<file path="config.mk">
export PLATFORM = sky130hd
export DESIGN_NAME = roba_mult_arbiter_flat
export DESIGN_NICKNAME = d
export VERILOG_FILES = /design/src/rtl/roba_mult_arbiter_if.sv /design/src/rtl/roba_mult_arbiter.sv /design/src/flat_wrapper.sv
export SDC_FILE = /design/constraint.sdc
export NUM_CORES = 1
export LEC_CHECK = 0
export BUFFER_PORTS_ARGS = -buffer_cell sky130_fd_sc_hd__buf_2
export CORE_MARGIN = 1
export CORE_UTILIZATION = 35
export CTS_CLUSTER_DIAMETER = 200
export CTS_CLUSTER_SIZE = 8
export DETAILED_ROUTE_END_ITERATION = 12
export GPL_ROUTABILITY_DRIVEN = 0
export PLACE_DENSITY = 0.61
export SLEW_MARGIN = 20
export SYNTH_ARGS = -nofsm -noshare
export SYNTH_HDL_FRONTEND = slang
export SYNTH_SLANG_ARGS = --single-unit
</file>
<file path="constraint.sdc">
create_clock -name clk -period 9.1 [get_ports clk]
set_clock_uncertainty 0.1 [all_clocks]
set_input_delay 1.82 -clock clk [delete_from_list [all_inputs] [get_ports clk]]
set_output_delay 1.82 -clock clk [all_outputs]
set_load 0.02 [all_outputs]
</file>
<file path="src/rtl/roba_mult_arbiter_if.sv">
// Handshake bundle between NREQ client datapaths and the shared ROBA
// multiplier arbiter. The master side is the clients plus the result
// consumer, and the slave side is the arbiter.
interface roba_mult_arbiter_if #(
  parameter int NREQ = 4,
  parameter int IDW  = (NREQ <= 2) ? 1 : $clog2(NREQ)
);
  logic [NREQ-1:0]    req_valid;
  logic [NREQ-1:0]    req_ready;
  logic [16*NREQ-1:0] req_x;
  logic [16*NREQ-1:0] req_y;
  logic               res_valid;
  logic               res_ready;
  logic [31:0]        res_p;
  logic [IDW-1:0]     res_id;
  logic               busy;

  modport master (
    output req_valid, req_x, req_y, res_ready,
    input  req_ready, res_valid, res_p, res_id, busy
  );

  modport slave (
    input  req_valid, req_x, req_y, res_ready,
    output req_ready, res_valid, res_p, res_id, busy
  );
endinterface

</file>
<file path="src/rtl/roba_mult_arbiter.sv">
// Round-robin arbiter and sequencer sharing one combinational ROBA 16x16
// approximate multiplier among NREQ requesters. Each transaction runs
// IDLE (grant, capture operands) -> MUL (core settles, capture product)
// -> HOLD (present result until the consumer accepts it).
module roba_mult_arbiter #(
  parameter int NREQ = 4,
  parameter int IDW  = 2
) (
  input  logic                clk,
  input  logic                rst,
  roba_mult_arbiter_if.slave  bus
);

  typedef enum logic [1:0] {IDLE, MUL, HOLD} state_t;

  state_t         state_reg;
  state_t         state_next;
  logic [15:0]    x_reg;
  logic [15:0]    y_reg;
  logic [31:0]    p_reg;
  logic [IDW-1:0] id_reg;
  logic [IDW-1:0] ptr_reg;
  logic [IDW-1:0] ptr_next;

  logic           grant_found;
  logic [IDW-1:0] grant_idx;
  logic           grant_valid;
  logic           load_op;
  logic           load_p;
  logic [31:0]    roba_p;

  logic [15:0]    x_arr [NREQ];
  logic [15:0]    y_arr [NREQ];

  // Split the flat operand buses per requester and build the one-hot ready.
  generate
    for (genvar gi = 0; gi < NREQ; gi++) begin : g_req
      assign x_arr[gi]         = bus.req_x[16*gi +: 16];
      assign y_arr[gi]         = bus.req_y[16*gi +: 16];
      assign bus.req_ready[gi] = grant_valid && (grant_idx == IDW'(gi));
    end
  endgenerate

  // Rounding of an operand to its nearest power of two, returned as the
  // exponent. Values at or above 1.5 * 2^k round up to 2^(k+1); a zero
  // operand is handled separately by the caller.
  function automatic logic [4:0] round_shift(input logic [15:0] v);
    logic [3:0] k;
    logic       up;
    k = '0;
    for (int i = 0; i < 16; i++) begin
      if (v[i]) k = 4'(i);
    end
    up = (k != 4'd0) ? v[k - 4'd1] : 1'b0;
    return {1'b0, k} + {4'b0, up};
  endfunction

  // Search for the first valid requester starting at the priority pointer.
  always_comb begin
    logic [IDW:0] cand;
    grant_found = 1'b0;
    grant_idx   = '0;
    cand        = '0;
    for (int k = 0; k < NREQ; k++) begin
      cand = {1'b0, ptr_reg} + (IDW+1)'(k);
      if (cand >= (IDW+1)'(NREQ)) cand = cand - (IDW+1)'(NREQ);
      if (!grant_found && bus.req_valid[cand[IDW-1:0]]) begin
        grant_found = 1'b1;
        grant_idx   = cand[IDW-1:0];
      end
    end
  end

  // Grants are only offered from IDLE and never while reset is asserted.
  assign grant_valid = (state_reg == IDLE) && grant_found && !rst;
  assign ptr_next    = (grant_idx == IDW'(NREQ-1)) ? '0 : grant_idx + IDW'(1);

  // ROBA core: Ar*B + Br*A - Ar*Br computed with shifts, wrapping mod 2^32.
  always_comb begin
    logic [4:0]  sa;
    logic [4:0]  sb;
    logic [31:0] term_a;
    logic [31:0] term_b;
    logic [31:0] term_ab;
    sa      = round_shift(x_reg);
    sb      = round_shift(y_reg);
    term_a  = {16'b0, y_reg} << sa;
    term_b  = {16'b0, x_reg} << sb;
    term_ab = 32'd1 << ({1'b0, sa} + {1'b0, sb});
    roba_p  = '0;
    if (x_reg != 16'd0 && y_reg != 16'd0) roba_p = term_a + term_b - term_ab;
  end

  // FSM state register.
  always_ff @(posedge clk) begin
    if (rst) state_reg <= IDLE;
    else     state_reg <= state_next;
  end

  // FSM next-state and datapath load enables.
  always_comb begin
    state_next = state_reg;
    load_op    = 1'b0;
    load_p     = 1'b0;
    case (state_reg)
      IDLE: begin
        if (grant_valid) begin
          load_op    = 1'b1;
          state_next = MUL;
        end
      end
      MUL: begin
        load_p     = 1'b1;
        state_next = HOLD;
      end
      HOLD: begin
        if (bus.res_ready) state_next = IDLE;
      end
      default: state_next = IDLE;
    endcase
  end

  // Operand, owner, pointer and product registers.
  always_ff @(posedge clk) begin
    if (rst) begin
      x_reg   <= '0;
      y_reg   <= '0;
      p_reg   <= '0;
      id_reg  <= '0;
      ptr_reg <= '0;
    end else begin
      if (load_op) begin
        x_reg   <= x_arr[grant_idx];
        y_reg   <= y_arr[grant_idx];
        id_reg  <= grant_idx;
        ptr_reg <= ptr_next;
      end
      if (load_p) p_reg <= roba_p;
    end
  end

  assign bus.res_valid = (state_reg == HOLD);
  assign bus.res_p     = p_reg;
  assign bus.res_id    = id_reg;
  assign bus.busy      = (state_reg != IDLE);

endmodule

</file>
<file path="src/flat_wrapper.sv">
// flat-port wrapper written by rule: the top's interface ports become plain ports
module roba_mult_arbiter_flat 
#(
  parameter int NREQ = 4,
  parameter int IDW  = 2
)
  (clk, rst, bus_req_valid, bus_req_x, bus_req_y, bus_res_ready, bus_req_ready, bus_res_valid, bus_res_p, bus_res_id, bus_busy);
  roba_mult_arbiter_if #(.NREQ(NREQ), .IDW(IDW)) bus_i ();
  input  logic clk;
  input  logic rst;
  input wire logic [$bits(bus_i.req_valid)-1:0] bus_req_valid;
  input wire logic [$bits(bus_i.req_x)-1:0] bus_req_x;
  input wire logic [$bits(bus_i.req_y)-1:0] bus_req_y;
  input wire logic [$bits(bus_i.res_ready)-1:0] bus_res_ready;
  output wire logic [$bits(bus_i.req_ready)-1:0] bus_req_ready;
  output wire logic [$bits(bus_i.res_valid)-1:0] bus_res_valid;
  output wire logic [$bits(bus_i.res_p)-1:0] bus_res_p;
  output wire logic [$bits(bus_i.res_id)-1:0] bus_res_id;
  output wire logic [$bits(bus_i.busy)-1:0] bus_busy;
  assign bus_i.req_valid = bus_req_valid;
  assign bus_i.req_x = bus_req_x;
  assign bus_i.req_y = bus_req_y;
  assign bus_i.res_ready = bus_res_ready;
  assign bus_req_ready = bus_i.req_ready;
  assign bus_res_valid = bus_i.res_valid;
  assign bus_res_p = bus_i.res_p;
  assign bus_res_id = bus_i.res_id;
  assign bus_busy = bus_i.busy;
  roba_mult_arbiter #(.NREQ(NREQ), .IDW(IDW)) u_core (.clk(clk), .rst(rst), .bus(bus_i));
endmodule
</file>
* After elaboration in Yosys (flattened, before gate mapping)
Index checks and enable logic that the tools add are counted.
Cells by class: $mul 0, $add $sub $neg 15, shift operators 3, multiplexer cells 70, bitwise logic cells 1, $lt $le $gt $ge 11, reductions and logical operators 22, equal/unequal tests 7, divide/modulo/power cells 0
Operators by type and width (number):
- $bmux 16 s2 | 2
- $mux 16 | 4
- $mux 4 | 16
- $shl 16x5->32 | 2
- $add 32x32->32 | 1
- $mux 32 | 1
- $reduce_bool 16->1 | 2
- $shl 1x6->32 const A | 1
- $sub 32x32->32 | 1
- $mux 2 | 15
- $mux 3 | 8
- $mux 1 | 17
- $ge 3x3->1 const B | 4
- $lt 2x3->1 const B | 4
- $add 4x1->5 | 2
- $logic_and 1x1->1 | 10
- $lt 4x5->1 const B | 2
- $bmux 1 s2 | 4
- $bmux 1 s4 | 2
- $reduce_bool 4->1 | 2
- $sub 2x1->2 const B | 4
- $sub 4x1->4 const B | 2
- $add 2x2->3 const B | 2
- $add 5x5->6 | 1
- other kinds (13) | 20
Storage, ports and cells: latch bits 0, word-level logic and storage cells 135, memories 0, output and inout port bits 40, bits in writable memories 0, memory bits (read-only) 0, register bits after elaboration 70

* Logic depth before layout (Yosys ltp)
depth in word-level cells 24, mapped depth 41, depth with buffers taken out 39

* Worst setup path after synthesis
OpenSTA, ideal clock, no wires.
kind register to register, start point register u_core.x_reg[2], end point register u_core.p_reg[31] (netlist: u_core.bus.res_p[31]), library setup time 0.073 ns, setup slack 1.225 ns, clock period less this slack 7.875 ns, arrival time 7.702 ns, buffers on the path 2, cell stages (with the launch flop) 37, required time 8.927 ns, path through dfxtp_1 inv_1 a21oi_1 o21bai_1 a21oi_1 o21ai_0 a221oi_2 ha_1 mux4_2 o21ai_0 o21ai_0 ha_1 ha_1 buf_2 xnor2_2 inv_1 clkbuf_1 ha_1 a21o_1 and2_1 nor2_1 nor2_1 nor3_1 nand2_1 nor2_1 fa_1 inv_1 ha_1 a21oi_1 o211ai_1 a41oi_1 o211ai_1 a41oi_1 a31oi_1 a31o_2 or4b_1 o211ai_2
Between the ends: word-level cells in the longest chain between the ends 23, elaborated cells on any way between the ends 29
RTL lines:
- start: declaration | RTL line roba_mult_arbiter.sv:18 | logic [15:0] x_reg;
- start signal: assignment | RTL line roba_mult_arbiter.sv:133 | x_reg <= x_arr[grant_idx];
- $mux 2 (2 in a row) | RTL line roba_mult_arbiter.sv:52 | if (v[i]) k = 4'(i);
- $mux 3 (4 in a row) | RTL line roba_mult_arbiter.sv:52
- $mux 4 (8 in a row) | RTL line roba_mult_arbiter.sv:52
- $sub 4x1->4 | RTL line roba_mult_arbiter.sv:54 | up = (k != 4'd0) ? v[k - 4'd1] : 1'b0;
- $bmux 1 s4 | RTL line roba_mult_arbiter.sv:54
- $mux 1 (not written as such) | RTL line roba_mult_arbiter.sv:54
- $mux 1 | RTL line roba_mult_arbiter.sv:54
- $add 4x1->5 | RTL line roba_mult_arbiter.sv:55 | return {1'b0, k} + {4'b0, up};
- $shl 16x5->32 or $add 5x5->6 (tied branches) | RTL line roba_mult_arbiter.sv:87, roba_mult_arbiter.sv:89
- $add 32x32->32 or $shl 1x6->32 (tied branches) | RTL line roba_mult_arbiter.sv:91, roba_mult_arbiter.sv:89
- $sub 32x32->32 | RTL line roba_mult_arbiter.sv:91 | if (x_reg != 16'd0 && y_reg != 16'd0) roba_p = term_a + term_b - term_ab;
- $mux 32 (*) | RTL line roba_mult_arbiter.sv:91
- end signal: assignment | RTL line roba_mult_arbiter.sv:138 | if (load_p) p_reg <= roba_p;
- end: declaration | RTL line roba_mult_arbiter.sv:20 | logic [31:0] p_reg;
Mark *: on every way between the ends. The rest lies on a longest branch, timed or not. The select of a mux whose other input is x is not followed. A chain may end at the register's enable or synchronous reset.

* Worst setup path after layout
start point register u_core.y_reg[3], end point register u_core.p_reg[31] (netlist: u_core.bus.res_p[31])
Between the ends: word-level cells in the longest chain between the ends 22, elaborated cells on any way between the ends 28
RTL lines:
- start: declaration | RTL line roba_mult_arbiter.sv:19 | logic [15:0] y_reg;
- start signal: assignment | RTL line roba_mult_arbiter.sv:134 | y_reg <= y_arr[grant_idx];
- $mux 2 | RTL line roba_mult_arbiter.sv:52
- $mux 3 (4 in a row) | RTL line roba_mult_arbiter.sv:52
- $mux 4 (8 in a row) | RTL line roba_mult_arbiter.sv:52
- $sub 4x1->4 | RTL line roba_mult_arbiter.sv:54
- $bmux 1 s4 | RTL line roba_mult_arbiter.sv:54
- $mux 1 (not written as such) | RTL line roba_mult_arbiter.sv:54
- $mux 1 | RTL line roba_mult_arbiter.sv:54
- $add 4x1->5 | RTL line roba_mult_arbiter.sv:55
- $shl 16x5->32 or $add 5x5->6 (tied branches) | RTL line roba_mult_arbiter.sv:88, roba_mult_arbiter.sv:89
- $add 32x32->32 or $shl 1x6->32 (tied branches) | RTL line roba_mult_arbiter.sv:91, roba_mult_arbiter.sv:89
- $sub 32x32->32 | RTL line roba_mult_arbiter.sv:91
- $mux 32 (*) | RTL line roba_mult_arbiter.sv:91
Marks and branches as above.

==> results.py <==
metrics = {
    "floorplan": {
        "pin_count": 175,
        "dieArea_sq_um": 26100,
        "core_area_sq_um": 25100,
        "start_util_pct": 35.5,
        "rows": 58,
        "die-height_microns": 162,
        "fp.dieW_microns": 162,
    },
    "setup_path": {
        "worstSetupPathType": "reg -> reg",
        "cp.required_ns": 9.28,
        "arrival_ns": 8.58,
        "worstSetupStartpointType": "flop",
        "cpMostUsedCell": "ha_1",
        "r2r_slack_ns": 0.70,
        "cp_max_fo": 20,
        "max_stage_delay_ns": 0.51,
        "slowest_stage": "or4b_1",
        "endpoint_kind": "flop",
    },
    "detailed_routing": {
        "drc": 0,
        "first_pass_iters": 5,
        "routed_wl_microns": 27500,
        "wire_per_inst_microns": 15.2,
        "ant_nets": 0,
        "via_per_inst": 5.28,
        "drt_iter0_drc": 622,
        "vias": 9522,
    },
    "clock_network": {
        "cts_buffers": 9,
        "clockRootBuffer": "clkbuf_16",
        "cts_sinks": 70,
        "clock_latency_ns": 0.35,
        "htreeDepth": 3,
        "clockBufferDepth": 2,
        "tritoncts": "yes",
        "cts.clk_slew.worst_paths_ns": 0.06,
        "post_cts_buffers": 0,
    },
    "final_layout": {
        "largest_reg_flops": 32,
        "area_growth_pct": 16.6,
        "fin_nets": 1684,
        "diodes": 0,
        "drive_above_1_share_pct": 17.5,
    },
    "grt": {
        "grt_pass1_wl_microns": 45000,
        "antenna_found_initial": 0,
        "grt_use_total_pct": 21.2,
        "grt.overflow.total": 0,
        "grt_pass1_vias": 8901,
        "grt_max_degree": 68,
    },
    "synthesis": {
        "async_reset_ff_share_pct": 0,
        "ys_ff_latch": 70,
        "synth_edf_count": 0,
        "synthesis.area_sq_um": 8920,
        "synth-main-ff-cell": "dfxtp_1",
        "yosys_warnings": 0,
        "synth_top_area_share_pct": 15.7,
        "syn_inst": 1340,
        "synth.avg_cell_area_sq_um": 6.66,
        "synth.yosys.seq_area_share_pct": 15.7,
        "yosys.area.top_type": "dfxtp_1",
        "ys_types": 71,
        "syn_nets": 1556,
        "synthTopCellsByArea": "dfxtp_1 (16%), nand2_1 (13%), fa_1 (7.2%)",
    },
    "flow_run": {
        "max-cap-violations": 0,
    },
    "sta": {
        "hold_viol": 0,
        "setup_viol": 0,
        "fmax_ghz": 0.119,
        "fin_ws_ns": 0.699,
        "post-route-min-period_ns": 8.40,
        "finalCritPeriodShare_pct": 92.3,
        "max_slew_margin_pct": 35.7,
        "rsz0062_at_grt": "no",
        "finalSetupTns_ns": 0,
        "slew_viol_final": 0,
        "tightestPinTransition_ns": 0.962,
    },
    "place": {
        "post-dp-hpwl_microns": 21900,
        "portBuffers": 174,
        "dp_slack_ns": 0.835,
    },
    "run_status": {
        "outcome": "finished, final reports clean",
    },
    "hold_path": {
        "hold_path.class": "reg -> reg",
    },
}
[Yosys cell counts (all sizes together) (3+ instances only)]
| cell | number |
|---|---|
| ha | 49 |
| o221ai | 3 |
| a31oi | 8 |
| nand3 | 114 |
| a211oi | 10 |
| nand4 | 4 |
| nor3 | 31 |
| o21bai | 4 |
| a21oi | 95 |
| mux2i | 34 |
| nor4 | 5 |
| inv | 96 |
| a22oi | 36 |
| or2 | 3 |
| and3 | 7 |
| a22o | 3 |
| mux4 | 8 |
| fa | 32 |
| nand2b | 14 |
| o31ai | 6 |
| dfxtp | 70 |
| xor2 | 16 |
| xnor2 | 17 |
| nor2b | 16 |
| nor2 | 121 |
| and2 | 7 |
| o21ai | 76 |
| a21o | 14 |
| a221oi | 3 |
| o22ai | 7 |
| o211ai | 7 |
| clkinv | 4 |
| buf | 14 |
| mux2 | 8 |
| clkbuf | 66 |
| nand2 | 299 |
| or4 | 6 |
[path summary, 6_finish.rpt]
| path | from | endpoint | cells after the start |
|---|---|---|---|
| worst max-delay path | u_core.y_reg[3] | u_core.bus.res_p[31] | 34 |
| worst min-delay path | u_core.bus.res_p[20] | u_core.bus.res_p[20] | 2 |
| worst max register to register | u_core.y_reg[3] | u_core.bus.res_p[31] | 34 |
| worst min register to register | u_core.bus.res_p[20] | u_core.bus.res_p[20] | 2 |
[layer usage]
metal / routed length [microns] / global-route usage, % / vias to the layer above / part of all wire [%]
met5: 0 / 0 / - / 0
met4: 572 / 6.17 / 0 / 2.1
met3: 1450 / 3.13 / 36 / 5.3
met2: 12600 / 34.9 / 345 / 46
met1: 12800 / 28.6 / 4296 / 47
li1: - / - / 4845 / -
[what timing repair did]
action	CTS	global route
hold buffers	0	0
gates resized for setup	0	1
setup endpoints to repair	0	1
[critical path, delay by kind of cell (launching register included)]
family / cells / cell delay (ns)
AOI/OAI and AO/OA: 10 / 2.60
xor gates and xnor gates: 1 / 0.17
adders and majority gates: 6 / 1.97
buffers and inverters: 3 / 0.50
DFF: 1 / 0.44
muxes: 2 / 0.49
and+or+nand+nor: 12 / 2.04
[per-stage QoR]
step / cells / utilization (%) / area, sq um / hold WS [ns]
5_1_grt: 1803 / 41.4 / 10400 / 0.372
2_1_floorplan: 1340 / - / 8920 / 0.378
3_3_place_gp: 1787 / 40.1 / 10100 / 0.329
6_report: 1803 / 41.4 / 10400 / 0.346
4_1_cts: 1803 / 41.4 / 10400 / 0.352
3_5_place_dp: 1787 / 40.1 / 10100 / 0.339
[layout make-up]
type / instances / area (sq um)
sequential: 70 / 1400
timing repair buffer: 197 / 1040
multi-input combinational: 1090 / 6840
clock buffer: 9 / 225
tap: 330 / 413
fill: 2744 / 14700
clock inverter: 7 / 98.8
inverter: 100 / 375
[layout by cell type (no fill, tap or decap), drive strengths merged, types with 3 or more instances in the layout]
cell type,Yosys,layout
o211ai,7,7
nand2b,14,14
inv,96,96
and2,7,7
mux2,8,8
clkbuf,66,9
and3,7,7
or2,3,3
a22oi,36,36
mux2i,34,34
or4,6,6
nand2,299,299
a211oi,10,10
mux4,8,8
o21bai,4,4
dfxtp,70,70
xor2,16,16
xnor2,17,17
fa,32,32
o21ai,76,76
nor2,121,121
buf,14,197
a221oi,3,3
nor3,31,31
nand3,114,114
a31oi,8,8
clkinv,4,8
o22ai,7,7
a22o,3,3
nand4,4,4
o221ai,3,3
a21oi,95,95
o31ai,6,6
nor4,5,5
a21o,14,14
nor2b,16,16
ha,49,49
[cell families (layout without fill, tap and decap cells)]
group / count (synthesis) / in the layout / share of synthesized area, %
buffers and inverters: 180 / 313 / 7.84
flip-flops: 70 / 70 / 15.7
XOR/XNOR: 33 / 33 / 3.41
AO/OA/AOI/OAI: 291 / 291 / 20.5
adder cells (fa/ha/maj): 81 / 81 / 14.1
multiplexers: 50 / 50 / 6.89
AND/OR/NAND/NOR: 635 / 635 / 31.6
Power is not shown: default switching activity piles up to over one toggle a cycle in this logic, so the estimate is an artifact.
